## src/rtl/mux41_rr_arbiter.sv

```systemverilog
// Round-robin arbiter for a shared 4:1 mux: grants one requester at a time,
// drives the mux select lines and limits each grant to MAX_HOLD cycles.
module mux41_rr_arbiter #(
    parameter int MAX_HOLD = 8,
    parameter int CNT_W    = 8
) (
    input  logic       clk,
    input  logic       rst,
    input  logic [3:0] req,
    output logic [3:0] gnt,
    output logic       sel1,
    output logic       sel0,
    output logic       valid,
    output logic       preempt
);

    typedef enum logic {IDLE, GRANT} state_t;

    state_t           state_q, state_d;
    logic [1:0]       last_q, last_d;     // current owner while in GRANT
    logic [CNT_W-1:0] cnt_q, cnt_d;
    logic [3:0]       gnt_q, gnt_d;
    logic [1:0]       sel_q, sel_d;
    logic             valid_q, valid_d;
    logic             preempt_q, preempt_d;

    logic       win_found;
    logic [1:0] win_idx;
    logic [1:0] idx;
    logic       rearb;

    // Search starts one past the last owner, so the previous owner is checked last.
    always_comb begin
        win_found = 1'b0;
        win_idx   = last_q;
        idx       = last_q;
        for (int k = 1; k <= 4; k++) begin
            idx = last_q + 2'(k);
            if (!win_found && req[idx]) begin
                win_found = 1'b1;
                win_idx   = idx;
            end
        end
    end

    always_comb begin
        state_d   = state_q;
        last_d    = last_q;
        cnt_d     = cnt_q;
        gnt_d     = gnt_q;
        sel_d     = sel_q;
        valid_d   = valid_q;
        preempt_d = 1'b0;
        rearb     = 1'b0;

        case (state_q)
            IDLE: rearb = win_found;
            GRANT: begin
                if (!req[last_q]) begin
                    rearb = 1'b1;
                end else if (cnt_q == CNT_W'(MAX_HOLD)) begin
                    rearb     = 1'b1;
                    preempt_d = 1'b1;
                end else begin
                    cnt_d = cnt_q + CNT_W'(1);
                end
            end
            default: state_d = IDLE;
        endcase

        // Release and re-grant happen on the same edge, so handoffs have no bubble.
        if (rearb) begin
            if (win_found) begin
                state_d = GRANT;
                last_d  = win_idx;
                cnt_d   = CNT_W'(1);
                gnt_d   = 4'b0001 << win_idx;
                sel_d   = win_idx;
                valid_d = 1'b1;
            end else begin
                state_d = IDLE;
                cnt_d   = '0;
                gnt_d   = 4'b0000;
                valid_d = 1'b0;
            end
        end
    end

    always_ff @(posedge clk) begin
        if (rst) begin
            state_q   <= IDLE;
            last_q    <= 2'd3;
            cnt_q     <= '0;
            gnt_q     <= 4'b0000;
            sel_q     <= 2'b00;
            valid_q   <= 1'b0;
            preempt_q <= 1'b0;
        end else begin
            state_q   <= state_d;
            last_q    <= last_d;
            cnt_q     <= cnt_d;
            gnt_q     <= gnt_d;
            sel_q     <= sel_d;
            valid_q   <= valid_d;
            preempt_q <= preempt_d;
        end
    end

    assign gnt     = gnt_q;
    assign sel1    = sel_q[1];
    assign sel0    = sel_q[0];
    assign valid   = valid_q;
    assign preempt = preempt_q;

endmodule

```

## config.mk

```make
export PLATFORM = sky130hd
export DESIGN_NAME = mux41_rr_arbiter
export DESIGN_NICKNAME = d
export VERILOG_FILES = /design/src/rtl/mux41_rr_arbiter.sv
export SDC_FILE = /design/constraint.sdc
export NUM_CORES = 1
export LEC_CHECK = 0
export ABC_AREA = 1
export CAP_MARGIN = 20
export CORE_UTILIZATION = 40
export CTS_BUF_LIST = sky130_fd_sc_hd__clkbuf_2
export DETAILED_ROUTE_END_ITERATION = 8
export PLACE_DENSITY = 0.68
export SYNTH_ARGS = -nofsm -noshare
export SYNTH_HDL_FRONTEND = slang
export SYNTH_SLANG_ARGS = --single-unit
```

## constraint.sdc

```tcl
create_clock -name clk -period 1.9 [get_ports clk]
set_input_delay 0.38 -clock clk [delete_from_list [all_inputs] [get_ports clk]]
set_output_delay 0.38 -clock clk [all_outputs]
set_load 0.01 [all_outputs]
```

==> flow_summary.rst <==
.. list-table::
   :header-rows: 1

   * - Metric
     - Value
   * - Routed via count
     - 1157
   * - Die span in x
     - 56.7 µm
   * - Overall overflow remaining after global route
     - 0
   * - Diode count
     - 0
   * - Largest cells by area after synthesis
     - dfxtp_1 30%, nand2_1 15%, nand3_1 11%
   * - Global-route met2 utilization
     - 28.7%
   * - Vertical extent of the die
     - 56.7 µm
   * - Detail-routed via count per cell
     - 5.17
   * - Post-place instance area
     - 1390 µm²
   * - Postcts setup bufs
     - 0
   * - Reg-to-reg critical path startpoint
     - last_q[1]
   * - Most used routing layer in global routing
     - met2
   * - Unique cell type count in the Yosys netlist
     - 28
   * - Area share of the largest cell type after synthesis
     - 30.1%
   * - H-tree Lvls
     - 1
   * - Arrival time worst endpoint
     - 1900 ps
   * - Largest fanout of any net on the critical path
     - 3
   * - Via count of the first global-routing pass
     - 1068
   * - Number of cells traversed by the worst register-to-register path
     - 13
   * - Number of flops mapped to enable cells by yosys
     - 0
   * - Main flop type after synthesis
     - dfxtp_1
   * - Placer's final routability congestion estimate
     - 0.849
   * - Growth of design area from synthesis to finish
     - 18.0%
   * - Hold/Removal Path Class
     - reg -> reg
   * - Max-Cap Viols
     - 0
   * - Number of nets in the layout
     - 202
   * - Endpoint of the worst register-to-register path
     - gnt[2]
   * - Number of nets produced by synthesis
     - 180
   * - Required time of the worst setup path
     - 2110 ps
   * - Iter 0 DRT Violations
     - 66
   * - Clock tree from TritonCTS
     - done
   * - Mean instance size in the synthesized netlist
     - 6.96 µm²
   * - Wire length per cell
     - 11.6 µm
   * - Num CTS Buffers
     - 3
   * - Clock transition at the register clock pins on the worst setup and hold paths after CTS
     - 150 ps
   * - Unrepaired setup endpoints after global routing
     - false
   * - Crit path launch type
     - primary input
   * - Skew-Pair Late Insertion Delay
     - 300 ps
   * - Cell area after synthesis
     - 1200 µm²
   * - Largest area contributor in the synthesized netlist
     - dfxtp_1
   * - Effective utilization at floorplan
     - 42.7%
   * - Half-perimeter wire length of the detailed placement result
     - 2030 µm
   * - Slack of the worst reg-to-reg path
     - 290 ps
   * - Reported leakage power
     - 0.000648 µW
   * - Sort of element at the end of the critical path
     - flop
   * - Achievable frequency
     - 592 MHz
   * - 1st-pass router iterations
     - 4
   * - Crit share post-route
     - 88.9%
   * - Flip-flop and latch count after synthesis
     - 18
   * - Share of post-route cells with drive strength above 1
     - 22.8%
   * - Num Clock Sinks
     - 18
   * - Final max-slew violation count
     - 0
   * - Synth async-reset ratio
     - 0%
   * - Run status
     - finished clean
   * - Most common cell in the netlist
     - nand2_1
   * - Global-route wire length before repair
     - 4530 µm
   * - Worst Hold Depth
     - 2
   * - Fin. Hold Viols
     - 0
   * - Root buffer cell
     - clkbuf_2
   * - Minimum period implied by the final worst setup slack
     - 1690 ps
   * - Hold EP
     - sel_q[1]
   * - Maximum number of pins on one net before global-route repair
     - 12
   * - Hold path start
     - sel_q[1]
   * - Share of the yosys chip area belonging to registers
     - 30.1%
   * - Total number of yosys warnings
     - 0
   * - Die Area
     - 3220 µm²
   * - Drt total wl
     - 2600 µm
   * - Slew headroom
     - 81.8%
   * - Worst-case clock skew
     - 12.4 ps
   * - Remaining antenna violation count
     - 0
   * - Global-route usage over all layers
     - 18.0%
   * - Min Hold Slack
     - 482 ps
   * - Post-route DRC
     - 0
   * - Number of antenna violations at the first check in global routing
     - 0
   * - Crit Path Category
     - in -> reg
   * - Setup violators final
     - 0
   * - Met3 layer usage reported by global route
     - 3.23%
   * - Most common library cells after synthesis
     - 49 x nand2_1, 26 x nand3_1, 18 x dfxtp_1, 14 x inv_1, 13 x nand2_2
   * - Count of input and output buffers
     - 13
   * - Global Route met1 Usage
     - 23.2%
   * - Transition time of the tightest slew-check pin
     - 273 ps
   * - Worst vdd rail ir drop
     - 0.568 mV
   * - Floorplan Core Area
     - 2810 µm²
   * - Non-Filler Cell Area, Final
     - 1410 µm²
   * - Power Dens Cells
     - 1330 nW/µm²
   * - Number of cells produced by synthesis
     - 172
   * - Fillers
     - 282
   * - I/O pin total
     - 14
   * - Std cell rows
     - 19
   * - Worst-case clock buffer depth
     - 2
-- cell type report --
cell class	instances	area, µm²	share of cell area, %
multi-input combinational	131	731	51.7
sequential	18	362	25.6
clock inverter	1	3.75	0.266
tap	31	38.8	2.75
timing repair buffer	21	190	13.5
inverter	19	72.6	5.14
clock buffer	3	15.0	1.06
-- sequential cells by signal (all words and copies together) (netlist names) --
register	cells
cnt_q	8
gnt	4
last_q	2
sel_q	2
preempt	1
valid	1
-- metal layers --
metal | share of wire [%] | wire, µm
met1 | 48 | 1260
met2 | 45 | 1180
met3 | 4.5 | 116
met4 | 1.7 | 44
met5 | 0 | 0
-- how the worst max path moves through the flow --
stage	endpoint	from	cells after the start	slack (ps)
final	gnt[1]	req[2]	12	210
after global routing	gnt[2]	last_q[1]	13	100
after CTS	gnt[2]	last_q[1]	13	210
after floorplan	cnt_q[0]	last_q[0]	12	490
after detailed placement	cnt_q[0]	req[1]	11	-70
after global placement	gnt[2]	req[2]	12	-60
-- per-stage QoR --
stage	utilization (%)	std cells	setup WS [ps]	power [µW]	setup TNS (ps)
global placement	49.6	220	-59.7	1700	-339
global route	50.4	224	98.2	2060	0
detailed placement	49.6	220	-74.7	1710	-625
finish	50.4	224	211	1880	0
CTS	50.3	224	210	1890	0
floorplan	-	172	494	1420	0
-- what timing repair did --
item / 4_1_cts / 5_1_grt
gates resized for setup: 0 / 1
endpoints found under the setup margin: 0 / 1
hold buffers: 0 / 0
-- placed cells by master (no fill, tap or decap) --
cell type,Yosys,final
a21oi_1,7,7
a21oi_2,5,5
a22oi_1,1,1
buf_4,1,8
clkbuf_2,0,3
clkdlybuf4s50_1,0,13
clkinv_1,0,1
clkinv_2,1,1
dfxtp_1,18,17
dfxtp_2,0,1
ha_1,2,2
inv_1,14,14
inv_2,4,4
nand2_1,49,49
nand2_2,13,13
nand2_4,4,4
nand3_1,26,26
nand3_2,1,1
nand4_1,3,3
nand4_4,1,1
nor2_1,7,7
nor2_2,1,1
nor2_8,1,1
nor4_1,1,1
o211ai_1,1,1
o21ai_0,1,1
o21ai_1,1,1
o21ai_2,1,1
xnor2_1,3,3
xor2_1,2,2
-- cell families after synthesis --
kind of cell,synth area share (%)
buf+inv,8.88
simple gates,45.9
xor+xnor,3.66
flops,30.1
compound gates,9.40
fa+ha+maj,2.09
-- worst max-delay path, stage by stage --
cell	delay, ps
clkdlybuf4s50_1	550
nand2_1	90
nand2_1	100
nand2_2	70
nand2_4	90
inv_1	70
nand2_1	60
nand2_1	50
nand3_1	150
nand2_1	120
nand3_1	100
nand2_1	50
-- power by group --
part           internal (µW)  switching, µW  total (µW)
clock                   45.7            117         163
sequential               450           58.1         508
combinational            446            765        1210
total                    941            940        1880
No activity file was read; power rests on OpenSTA's default activity.
